### src/rtl/ff_pkg.sv
// Purpose: shared mode encoding and helpers for the configurable flip-flop bank.
// Latency: n/a (types, constants and a pure function only).
// Backpressure: n/a.
// Contents: ff_mode_t (D/T/SR/JK encoding), popcount() used by the optional
//           illegal-input counter (FFBANK_ERR_CNT_EN).
package ff_pkg;

  typedef enum logic [1:0] {
    MODE_D  = 2'd0,
    MODE_T  = 2'd1,
    MODE_SR = 2'd2,
    MODE_JK = 2'd3
  } ff_mode_t;

  // Widest bank the popcount helper accepts; narrower vectors are zero-extended.
  localparam int unsigned POP_MAX_W = 256;

  function automatic int unsigned popcount(input logic [POP_MAX_W-1:0] v);
    int unsigned n;
    n = 0;
    for (int i = 0; i < POP_MAX_W; i++) begin
      n = n + {31'd0, v[i]};
    end
    return n;
  endfunction

endpackage

### src/rtl/ff_cell.sv
// Purpose: one channel of next-state logic plus SR illegal-input detect.
// Latency: purely combinational; the owning bank registers the result.
// Backpressure: none; evaluated every cycle, gating by enable is done outside.
// Ports: i_mode  active mode
//        i_q     current state of this channel
//        i_a     D / T / S / J input
//        i_b     R / K input (ignored in D and T)
//        o_q_nxt next state if the channel is enabled
//        o_illegal  high when mode is SR and S=R=1
module ff_cell
  import ff_pkg::*;
(
  input  ff_mode_t i_mode,
  input  logic     i_q,
  input  logic     i_a,
  input  logic     i_b,
  output logic     o_q_nxt,
  output logic     o_illegal
);

  always_comb begin
    o_q_nxt   = i_q;
    o_illegal = 1'b0;
    case (i_mode)
      MODE_D: o_q_nxt = i_a;
      MODE_T: o_q_nxt = i_q ^ i_a;
      MODE_SR: begin
        case ({i_a, i_b})
          2'b01:   o_q_nxt = 1'b0;
          2'b10:   o_q_nxt = 1'b1;
          // S=R=1 is resolved as hold so the state never goes unknown.
          2'b11:   o_illegal = 1'b1;
          default: o_q_nxt = i_q;
        endcase
      end
      MODE_JK: begin
        case ({i_a, i_b})
          2'b01:   o_q_nxt = 1'b0;
          2'b10:   o_q_nxt = 1'b1;
          2'b11:   o_q_nxt = ~i_q;
          default: o_q_nxt = i_q;
        endcase
      end
      default: o_q_nxt = i_q;
    endcase
  end

endmodule

### src/rtl/ff_bank_cfg.sv
// Purpose: WIDTH-channel flip-flop bank with one shared runtime mode (D/T/SR/JK).
// Latency: q, mode and error flags update one clk edge after sampling; qn follows q.
// Backpressure: none; en=0 freezes q and suppresses error detection.
// Ports: clk, rst (sync active-high), en, mode_ld, mode_in, a, b, err_clr ->
//        q, qn, mode, err_sticky, err_pulse; err_cnt only when FFBANK_ERR_CNT_EN
//        is defined (saturating count of illegal SR channel-events).
module ff_bank_cfg
  import ff_pkg::*;
#(
  parameter int unsigned      WIDTH     = 8,
  parameter logic [WIDTH-1:0] RST_VAL   = {WIDTH{1'b0}},
  parameter logic [1:0]       RST_MODE  = 2'd3,
  parameter int unsigned      ERR_CNT_W = 8
) (
  input  logic                 clk,
  input  logic                 rst,
  input  logic                 en,
  input  logic                 mode_ld,
  input  logic [1:0]           mode_in,
  input  logic [WIDTH-1:0]     a,
  input  logic [WIDTH-1:0]     b,
  input  logic                 err_clr,
`ifdef FFBANK_ERR_CNT_EN
  output logic [ERR_CNT_W-1:0] err_cnt,
`endif
  output logic [WIDTH-1:0]     q,
  output logic [WIDTH-1:0]     qn,
  output logic [1:0]           mode,
  output logic [WIDTH-1:0]     err_sticky,
  output logic                 err_pulse
);

  ff_mode_t         r_mode;
  logic [WIDTH-1:0] r_q;
  logic [WIDTH-1:0] r_err_sticky;
  logic             r_err_pulse;
  logic [WIDTH-1:0] w_q_nxt;
  logic [WIDTH-1:0] w_cell_illegal;
  logic [WIDTH-1:0] w_illegal;

  for (genvar gi = 0; gi < WIDTH; gi++) begin : g_cell
    ff_cell u_cell (
      .i_mode    (r_mode),
      .i_q       (r_q[gi]),
      .i_a       (a[gi]),
      .i_b       (b[gi]),
      .o_q_nxt   (w_q_nxt[gi]),
      .o_illegal (w_cell_illegal[gi])
    );
  end

  // An illegal combination only counts on an edge that actually updates q.
  assign w_illegal = en ? w_cell_illegal : '0;

  always_ff @(posedge clk) begin
    if (rst) begin
      r_q          <= RST_VAL;
      r_mode       <= ff_mode_t'(RST_MODE);
      r_err_sticky <= '0;
      r_err_pulse  <= 1'b0;
    end else begin
      // The cells see the old r_mode this edge, so a new mode takes effect next edge.
      if (mode_ld) r_mode <= ff_mode_t'(mode_in);
      if (en)      r_q    <= w_q_nxt;
      // Clear first, then OR in new errors: a fresh error wins over err_clr.
      r_err_sticky <= (err_clr ? '0 : r_err_sticky) | w_illegal;
      r_err_pulse  <= |w_illegal;
    end
  end

`ifdef FFBANK_ERR_CNT_EN
  localparam logic [ERR_CNT_W-1:0] CNT_MAX = {ERR_CNT_W{1'b1}};

  logic [ERR_CNT_W-1:0] r_err_cnt;
  logic [ERR_CNT_W-1:0] w_cnt_base;
  logic [31:0]          w_cnt_sum;

  // Sum in 32 bits so several simultaneous errors cannot wrap before saturating.
  assign w_cnt_base = err_clr ? '0 : r_err_cnt;
  assign w_cnt_sum  = 32'(w_cnt_base) + popcount(POP_MAX_W'(w_illegal));

  always_ff @(posedge clk) begin
    if (rst) begin
      r_err_cnt <= '0;
    end else if (w_cnt_sum > 32'(CNT_MAX)) begin
      r_err_cnt <= CNT_MAX;
    end else begin
      r_err_cnt <= w_cnt_sum[ERR_CNT_W-1:0];
    end
  end

  assign err_cnt = r_err_cnt;
`endif

  assign q          = r_q;
  assign qn         = ~r_q;
  assign mode       = r_mode;
  assign err_sticky = r_err_sticky;
  assign err_pulse  = r_err_pulse;

endmodule

### config.mk
export PLATFORM = sky130hd
export DESIGN_NAME = ff_bank_cfg
export DESIGN_NICKNAME = d
export VERILOG_FILES = /design/src/rtl/ff_pkg.sv /design/src/rtl/ff_cell.sv /design/src/rtl/ff_bank_cfg.sv
export SDC_FILE = /design/constraint.sdc
export NUM_CORES = 1
export LEC_CHECK = 0
export ABC_AREA = 1
export BUFFER_PORTS_ARGS = -buffer_cell sky130_fd_sc_hd__buf_2
export CORE_MARGIN = 3
export CORE_UTILIZATION = 30
export CTS_BUF_LIST = sky130_fd_sc_hd__clkbuf_8
export DETAILED_ROUTE_END_ITERATION = 16
export PLACE_DENSITY = 0.53
export SLEW_MARGIN = 20
export SYNTH_ARGS = -nofsm -noshare
export SYNTH_HDL_FRONTEND = slang
export SYNTH_HIERARCHICAL = 1
export SYNTH_SLANG_ARGS = --single-unit
### constraint.sdc
create_clock -name clk -period 1.8 [get_ports clk]
set_input_delay 0.27 -clock clk [delete_from_list [all_inputs] [get_ports clk]]
set_output_delay 0.27 -clock clk [all_outputs]
set_load 0.02 [all_outputs]
# == Word-level counts from Yosys, hierarchy flattened ==
# Index checks and enable logic that the tools add are counted.
# op_classes
eq_ne,43
n_mux,42
bitwise_logic,18
n_reduce_logical,10
# ops
op,n
"2-bit equality test, second input constant",18
"4-bit by 1-bit != test with 1-bit output, second input constant",8
1-bit one-hot mux with 4 select lines,8
"3-bit by 1-bit != test with 1-bit output, second input constant",8
1-bit one-hot mux with 3 select lines,8
3-bit AND reduction,8
"2-bit by 1-bit equality test with 1-bit output, second input constant",9
1-bit two-way mux,16
8-bit two-way mux,2
1-bit one-hot mux with 2 select lines,8
1-bit NOT,8
8-bit NOT,1
8-bit OR,1
8-bit OR reduction,1
1-bit XOR,8
2-bit zero test,1
# word_totals
reg_bits,19
output_inout_bits,27
wordCells,124

# == Depth between registers and ports, before layout ==
# Gate-level depths: netlist (run 1).
# depth
depth_word,5
mapped_depth,8
ltp_nobuf,8

# == Modules after synthesis ==
# Netlist (run 1), hierarchy kept.
# modules_own_cells
mod,n_inst,cells_each,area_each_um2
ff_cell,8,22,112.6
ff_bank_cfg,1,87,713.2

# == Worst setup path after synthesis (run 1) ==
# Ideal clock, no wire load.
# synth_path
path_type,reg-to-reg
startpoint,register r_mode[1] (netlist: mode[1])
endpoint,register r_err_pulse (netlist: err_pulse)
setup_time_ns,0.070
t_arrival_ns,1.570
slack_ns,0.160
stages_incl_launch_ff,6
n_path_buf,0
path_cell_list,dfxtp_1 and3_2 nand2_1 nand2_1 nor2_1 a21oi_1
# synth_via
elab_chain_cells,4
elab_cells_between_ends,11
cone_classes,eq/ne (1); mux (9); reduce/logical (1)
# synth_rtl
element,line,text
start: declaration,ff_bank_cfg.sv:33,ff_mode_t r_mode;
start signal: assignment,ff_bank_cfg.sv:58,r_mode <= ff_mode_t'(RST_MODE);
start signal: assignment,ff_bank_cfg.sv:63,if (mode_ld) r_mode <= ff_mode_t'(mode_in);
2-bit equality test,ff_cell.sv:24,case (i_mode)
1-bit two-way mux,ff_cell.sv:24,
via w_cell_illegal[7],ff_bank_cfg.sv:38,logic [WIDTH-1:0] w_cell_illegal;
8-bit two-way mux,ff_bank_cfg.sv:53,assign w_illegal = en ? w_cell_illegal : '0;
8-bit OR reduction,ff_bank_cfg.sv:67,r_err_pulse <= |w_illegal;
end signal: assignment,ff_bank_cfg.sv:67,
end: declaration,ff_bank_cfg.sv:36,logic r_err_pulse;
# The timed path passes the listed nets, and every way through them passes these cells.
# A chain may end at the register's enable or synchronous reset.

# == Worst setup path after layout (run 1) ==
# layout_path
startpoint,register r_mode[1] (netlist: mode[1])
endpoint,output mode[1]
# layout_lines
element,line,text
end: declaration,ff_bank_cfg.sv:28,"output logic [1:0] mode,"
# No word-level cell between the ends.

==> metrics, run 1 <==
CP Data Arrival Time 1130 ps; DIE HEIGHT 79.35 um; Layout Nets 356; initial DRC count 47; Worst VDD drop 0.2323 mV; port bufs 49; synthesized instance count between 200 and 300; CTS tree done; WL met2 1865 um; FP Rows 26; CTS clk-pin slew, worst paths 70 ps; fin. max-slew vios 0; Root Driver clkbuf_8; GRT Total Usage 0.1288; startpoint types flip-flop; clk buf depth 2; drt wl/cell ~10 um; timing-limited maximum frequency between 700 and 800 MHz; met3 routed WL 201 um; initial antenna violation count 0; Resize count post-CTS 0; sequential power share 0.408; synth unique cells 18; area of the multi-input gates 938.4 um^2; Starting Density 0.3140; total CTS buffers 3; max-cap violations 0; worst slack, placed 473.2 ps; CP max-delay cell buf_4; core area between 0.005 and 0.006 mm^2; leakage 1.165 nW; # fillers around 600; synthesized area around 0.0016 mm^2; Seq/Total Area, Yosys 0.2357; Clk pwr share 0.254; internal power ~730 uW; fin util 0.3853; DRT Pass-1 Iters 5; Total Wirelength 3903 um; endpoint type of the worst setup path output pin; Die ar. 0.006296 mm^2; status finished, final reports clean; number of global-route vias before repair between 1500 and 2000; crit path kind flip-flop to output pin; final worst path period need 1401 ps; IO Pins 50; clock skew approximately 7.1 ps; DRT met1 WL 1815 um; share of layout cells above drive strength 1 0.2690; post-route ant nets 0; DR vias ~1700; ant diodes 0; Yosys warnings 6; power per cell area between 500 and 600 mW/mm^2; HPWL Detailed 3003 um; H-tree lvl count 1; die width 79.35 um; worst-path cell chain buf_4 > buf_2; Yosys reg bits 19; Hold-fix buffers, CTS 0; fin crit share 0.7783; vias per cell ~4.5; syn avg cell area 6.137 um^2; Area growth, synth to finish 22.71%; P_sw between 400 and 500 uW; Placer Congestion 0.7670; worst slew pin tran 365.5 ps; GRT Residual Overflow 0; Logic pwr share 0.338; worst hold path class input pin to flip-flop; critical path's largest stage delay 340 ps; clk_lat worst skew 250 ps; Mapped Nets 302; setup TNS 0 ps; final hold vios 0; Post-route DRC 0; Final Setup Violations 0; Rel. slew slack 0.7564; largest net degree at the start of global routing 35; first-pass GRT wire length 6686 um; CTS sink count 19; # Post-CTS Setup Buffers 0; worst-path maximum fanout 34; PnR worst setup slack 399.1 ps; Reg area 380.4 um^2; Worst Path Required 1530 ps; DR top layer met4; sw frac 0.3592; RSZ-0062 raised after global routing no
-- critical path, delay by kind of cell, from the launching register on --
kind,cells,cell delay (ps)
buf+inv,2,580
flops,1,310
-- cells in the mapped netlist (all sizes together) --
| cell type | n | area [um^2] |
|---|---|---|
| ha | 16 | 200.2 |
| inv | 67 | 256.5 |
| nand3 | 26 | 130.1 |
| dfxtp | 19 | 380.4 |
| a21oi | 17 | 92.59 |
| clkinv | 1 | 5.000 |
| nand4 | 16 | 100.1 |
| o21ai | 8 | 47.55 |
| nor2 | 18 | 67.56 |
| buf | 3 | 33.78 |
| and3 | 8 | 60.06 |
| nand2 | 64 | 240.2 |
-- layout make-up --
cell class / instances / area share
Clock buffer: 3 / 0.02085
Tap cell: 70 / 0.04422
Clock inverter: 1 / 0.001895
Timing Repair Buffer: 52 / 0.1352
Inverter: 68 / 0.1320
Sequential cell: 19 / 0.1920
Multi-Input combinational cell: 173 / 0.4738
-- per-stage QoR --
stage	std cells	instance area [um^2]	hold slack, ps	total power, mW
after floorplan	263	1614	392.1	0.7438
after global placement	382	1936	449.1	0.8684
after detailed placement	382	1936	451.8	0.8687
after CTS	386	1981	224.7	1.171
after global routing	386	1981	242.6	1.239
final	386	1981	229.8	1.145
-- layer usage --
metal	track usage	vias up
li1	-	931
met1	0.1622	748
met2	0.2214	38
met3	0.01587	2
met4	0.05155	0
met5	0	-
-- worst paths after layout --
path	startpoint	slack, ps	endpoint	depth (start not counted)
max	mode[1]	400	mode[1]	2
min	mode_in[1]	230	mode[1]	3
max reg2reg	mode[1]	520	err_pulse	6
min reg2reg	err_sticky[2]	460	err_sticky[2]	2
-- power by group through the flow --
stage / combinational (mW) / clock (mW) / sequential [mW]
floorplan: 0.223 / 0 / 0.521
global placement: 0.391 / 0 / 0.478
detailed placement: 0.391 / 0 / 0.477
CTS: 0.394 / 0.309 / 0.468
global route: 0.445 / 0.322 / 0.472
finish: 0.387 / 0.291 / 0.468
-- sequential cells by signal (all words and copies together), names as in the netlist --
name and flops:
err_sticky 8, q 8, mode 2, err_pulse 1
-- cells by family after synthesis --
family                     after synthesis  synth area share
AOI/OAI and AO/OA                       25           0.08683
adders and majority gates               16            0.1240
buffers and inverters                   71            0.1829
DFF                                     19            0.2357
and+or+nand+nor                        132            0.3705
-- cells in the final DEF (no fill, tap or decap) --
| cell | count |
|---|---|
| inv_6 | 1 |
| inv_1 | 51 |
| clkinv_2 | 1 |
| nand4_1 | 16 |
| o21ai_2 | 2 |
| ha_1 | 16 |
| inv_2 | 16 |
| and3_2 | 8 |
| nand3_1 | 26 |
| a21oi_1 | 15 |
| a21oi_2 | 2 |
| nor2_1 | 18 |
| clkbuf_8 | 3 |
| o21ai_0 | 6 |
| nand2_1 | 64 |
| buf_4 | 3 |
| dfxtp_1 | 19 |
| buf_2 | 49 |
Power figures use the tool's default switching activity.
==> run 2: changes to the inputs <==
Settings changed: ABC_AREA 1 to 0.
Clock period 1.8 ns to 1.3 ns, I/O delays scaled along.
==> run 2 against run 1 <==
Worst hold slack lost 80 ps. Combinational power rose by 48%. Via count down 12%. Die area down 5.3%. Clock power rose by 34%. Largest power group unchanged. Highest routed layer unchanged.
==> metrics, run 2 <==
synthesized area approximately 0.0015 mm^2; fin util 0.4722; timing-limited maximum frequency 774.5 MHz; power per cell area 713.3 mW/mm^2; final worst path period need 1291 ps; # fillers 482; ys flop type dfxtp_1; Yosys reg bits 19; GRT Residual Overflow 0; CTS clk-pin slew, worst paths 70 ps; status finished, final reports clean; leakage 1.115 nW; clk buf depth 2; most frequent cells in the layout buf_2 (49), buf_4 (32), inv_1 (17), dfxtp_1 (17); CTS sink count 19; DRT Pass-1 Iters 4; Synth Area in Adders 0.1316; vias per cell 4.574; largest net degree at the start of global routing 20; post-route ant nets 0; Post-route DRC 0; clock skew 1.143 ps; die width 77.22 um; Hold-fix buffers, CTS 0; Starting Density 0.3158; ant diodes 0; worst slew pin tran 413.8 ps; core area about 0.0048 mm^2; Die ar. 0.005962 mm^2; Rel. slew slack 0.7241; top-count cell post-synth dfxtp_1; flop2flop setup slack a little under 9 ps; DIE HEIGHT 77.22 um; XOR/XNOR Fraction of Synth Area 0; Worst Path Required 1430 ps; fin. max-slew vios 0; initial antenna violation count 0; total CTS buffers 3; Placer Congestion 0.7165; Post-synth top cells dfxtp_1 (19), ha_1 (16), inv_1 (16), nor2_1 (16), nor2b_1 (10); area share of and/or/nand/nor cells after synthesis 0.3298; final hold vios 0; main combinational cell family by area after synthesis simple AND/OR/NAND/NOR gates; H-tree lvl count 1; CP Data Arrival Time 1420 ps; Async S/R FF share, synth 0; Fin Hold WS 149.9 ps; Total Wirelength 3916 um; Mapped Nets 214; Seq/Total Area, Yosys 0.2500; CTS tree done; Worst VDD drop 0.3763 mV; startpoint types flip-flop; share of layout cells above drive strength 1 0.4466; initial DRC count 39; Root Driver clkbuf_8; Layout Nets roughly 300; number of global-route vias before repair around 1400; synthesized instance count approximately 180; Synth area leader dfxtp_1; max-cap violations 0; Area growth, synth to finish 49.51%; FP Rows 25; endpoint type of the worst setup path flip-flop; DR vias 1505; drt wl/cell around 12 um; synth unique cells 21; Synth Area in Compound Gates 0.1135; HPWL Detailed 2581 um; RSZ-0062 raised after global routing yes; port bufs 49; worst-path maximum fanout 9; post-synth top area share 0.2500; post-route cell area 0.002275 mm^2; GRT Total Usage 0.1270; Final Setup Violations 0; EDFF count, synth 0; most common cell after layout, fill and taps aside buf_2; first-pass GRT wire length 6354 um; crit path kind flip-flop to flip-flop; dpl cell area slightly above 0.002 mm^2; fin crit share 0.9932; Yosys warnings 6; post-synthesis mux area share 0.1118; syn avg cell area 8.694 um^2; worst hold path class input pin to flip-flop; clk_lat worst skew 250 ps; IO Pins 50; synth top area cells dfxtp_1 (25%), ha_1 (13%), and4bb_1 (6.6%), mux2_2 (5.9%), and3b_2 (5.3%)
## run 2: cell types whose count changed after synthesis, sizes merged, moves of 9 or more
cell and delta:
nand3 -18, nand2 -56, nor2b +10, inv -51, nand4 -16, nand2b +9
## run 2: path summary, 6_finish.rpt
check	startpoint	end	depth (start not counted)
worst max register to register	mode[0]	q[6]	6
worst min register to register	err_sticky[0]	err_sticky[0]	2
worst max-delay path	mode[0]	q[6]	6
worst min-delay path	mode_in[1]	mode[1]	2
## run 2: metal layers
| layer | global-route usage | part of all wire | up-vias |
|---|---|---|---|
| li1 | - | - | 792 |
| met1 | 0.1700 | 0.49 | 676 |
| met2 | 0.2124 | 0.45 | 35 |
| met3 | 0.02582 | 0.054 | 2 |
| met4 | 0.02135 | 0.0054 | 0 |
| met5 | 0 | 0 | - |
## run 2: critical path, cell delays in order, from the launching register on
cell and delay [ps]:
dfxtp_4 390, buf_6 140, and4bb_1 210, a41oi_2 150, nand3_1 90, mux2i_1 140, nor2_1 50
## run 2: stage by stage
stage               setup TNS [ps]  total power [mW]  instances  worst slack (ps)
finish                           0             1.622        329             8.822
global route                -591.4             1.734        329            -104.0
CTS                         -38.62             1.616        325            -13.62
detailed placement          -744.8             1.179        317            -109.6
global placement            -592.7             1.176        317            -92.54
floorplan                   -95.62            0.9577        175            -95.62
## run 2: cell type report
type,instances,area [um^2],area share
Timing Repair Buffer,87,579.3,0.2547
Clock inverter,1,3.754,0.001650
Sequential cell,19,387.9,0.1705
Inverter,16,60.06,0.02640
Tap cell,67,83.83,0.03685
Multi-Input combinational cell,136,1119,0.4917
Clock buffer,3,41.29,0.01815
## run 2: logic make-up (layout without fill, tap and decap cells)
kind of cell	Yosys count	count (layout)
buf+inv	20	107
mux	16	16
fa+ha+maj	16	16
flops	19	19
compound gates	27	27
simple gates	77	77
## run 2: what timing repair did
item                       CTS  global route
setup endpoints to repair   10             9
gates resized for setup      5            10
setup buffers                4             4
pin swaps                    1             3
## run 2: where the power goes
group / switching (mW) / internal, mW
combinational: 0.273 / 0.299
clock: 0.181 / 0.210
sequential: 0.0488 / 0.611
total: 0.503 / 1.12
==> run 3: changes to the inputs <==
--- a/config.mk
+++ b/config.mk
@@ -9,2 +9,3 @@
 export BUFFER_PORTS_ARGS = -buffer_cell sky130_fd_sc_hd__buf_2
+export CORE_ASPECT_RATIO = 1.4
 export CORE_MARGIN = 3
==> constraint.sdc (replaced) <==
create_clock -name clk -period 1.3 [get_ports clk]
set_input_delay 0.39 -clock clk [delete_from_list [all_inputs] [get_ports clk]]
set_output_delay 0.39 -clock clk [all_outputs]
set_load 0.02 [all_outputs]
==> run 3 against run 2 <==
Sequential share of layout area down 1.7 points. Critical path depth down 3. The run now ends with setup timing left. Cell count up 1.2%. Utilization up 6.3 points. First-iteration DRC count down 28%. Setup slack worse by 120 ps. Via count up 4.0%. Highest routed layer unchanged. Cell area up 15%. Fmax down 8.3%. Clock power up 7.4%. Largest cell class unchanged. Wire length up 9.5%. Die area up 0.20%.
==> metrics, run 3 (synthesis gave the netlist of run 2 again) <==
die width about 66 um; Logic pwr share 0.395; GRT met1 Usage 0.1828; share of layout cells above drive strength 1 0.5613; fin. max-slew vios 0; met2 Track Usage GR 0.2734; status complete, but fails checks; Post-route DRC 0; PnR worst setup slack -107.7 ps; Area growth, synth to finish 71.63%; FP Rows 30; worst-path maximum fanout 8; post-route cell area ~0.0026 mm^2; fin crit share 1.083; final worst path period need 1408 ps; CTS clk-pin slew, worst paths 80 ps; endpoint type of the worst setup path output pin; Worst VDD drop between 0.3 and 0.4 mV; Root Driver clkbuf_8; CP Data Arrival Time 1020 ps; initial antenna violation count 0; IO Pins 50; Placer Congestion 0.6209; Rel. slew slack 0.7495; clk buf depth 2; sw frac 0.3261; post-route ant nets 0; CP max-delay cell dfxtp_4; Post-Layout Cell Count 333; sequential power share 0.371; Total Wirelength 4288 um; Layout Nets 309; worst hold path class input pin to flip-flop; GRT Total Usage 0.1535; H-tree lvl count 1; Clk pwr share 0.234; Crit path top cell by count buf_6; core area 0.004880 mm^2; timing-limited maximum frequency 710.4 MHz; Worst Path Required a little over 900 ps; placed cell count 316; GRT busiest layer met2; vias per cell 4.700; critical path's largest stage delay 390 ps; largest net degree at the start of global routing 20; clk_lat worst skew about 260 ps; Fin Hold WS 328.0 ps; clock skew 3.456 ps; worst slack, placed -315.7 ps; DIE HEIGHT ~90 um; Crit path max-delay family flip-flops; DRT Pass-1 Iters 4; first-pass GRT wire length 7265 um; number of global-route vias before repair 1608; worst-path cell chain buf_12 > buf_6 > buf_6; worst slew pin tran 375.7 ps; power per cell area approximately 690 mW/mm^2; P_sw 585.3 uW; failing checks setup timing; leakage 1.207 nW; most frequent cells in the layout buf_2 (44), buf_4 (35), nor2_1 (16); Pwr Total 1.795 mW; ant diodes 0; GRT Residual Overflow 0; startpoint types flip-flop; max-cap violations 0; CTS tree done; Die ar. 0.005974 mm^2; met3 Usage GRT 0.01370; crit path kind flip-flop to output pin; final hold vios 0; drt wl/cell 12.88 um; Hold-fix buffers, CTS 0; DR vias 1565; initial DRC count 28; WP buf/inv 3; internal power ~1.2 mW; HPWL Detailed 2864 um; Starting Density 0.3118; Final Setup Violations 8; most common cell after layout, fill and taps aside buf_2; total CTS buffers 3; RSZ-0062 raised after global routing yes; port bufs 49; dpl cell area 0.002313 mm^2; CTS sink count 19
[run 3: per-layer routing]
layer | part of all wire | wire length [um] | vias to the layer above
li1 | - | - | 812
met3 | 0.040 | 172 | 5
met2 | 0.53 | 2258 | 32
met4 | 0.016 | 69 | 0
met5 | 0 | 0 | -
met1 | 0.42 | 1788 | 716
[run 3: cell type report]
| class | count | area (um^2) |
|---|---|---|
| timing repair buffer | 94 | 673.1 |
| multi-input combinational | 136 | 1251 |
| sequential | 19 | 400.4 |
| tap | 64 | 80.08 |
| clock inverter | 1 | 5.005 |
| clock buffer | 3 | 41.29 |
| inverter | 16 | 160.2 |
| fill | 453 | 2268 |
[run 3: what timing repair did]
item | in CTS | in global routing
buffers inserted | 11 | 2
gates resized for setup | 31 | 11
pin swaps | 15 | 4
gates cloned | 1 | 0
endpoints found under the setup margin | 23 | 12
[run 3: power by group through the flow]
stage	logic (mW)	clock network, mW	registers, mW
2_1_floorplan	0.301	0	0.718
3_3_place_gp	0.597	0	0.687
3_5_place_dp	0.600	0	0.688
4_1_cts	0.691	0.430	0.666
5_1_grt	0.780	0.462	0.673
6_report	0.709	0.420	0.666
[run 3: final timing paths]
path	startpoint	to	slack, ps	cells past startpoint
max	mode[0]	mode[0]	-110	3
min	mode_in[1]	mode[1]	330	2
max reg2reg	mode[0]	q[4]	-90	7
min reg2reg	err_sticky[0]	err_sticky[0]	470	2
[run 3: through the flow]
step | utilization | setup TNS [ps]
after global placement | 0.4741 | -2647
after floorplan | - | -370.2
after detailed placement | 0.4741 | -2739
after CTS | 0.5228 | -628.4
after global routing | 0.5351 | -1514
final | 0.5351 | -693.0
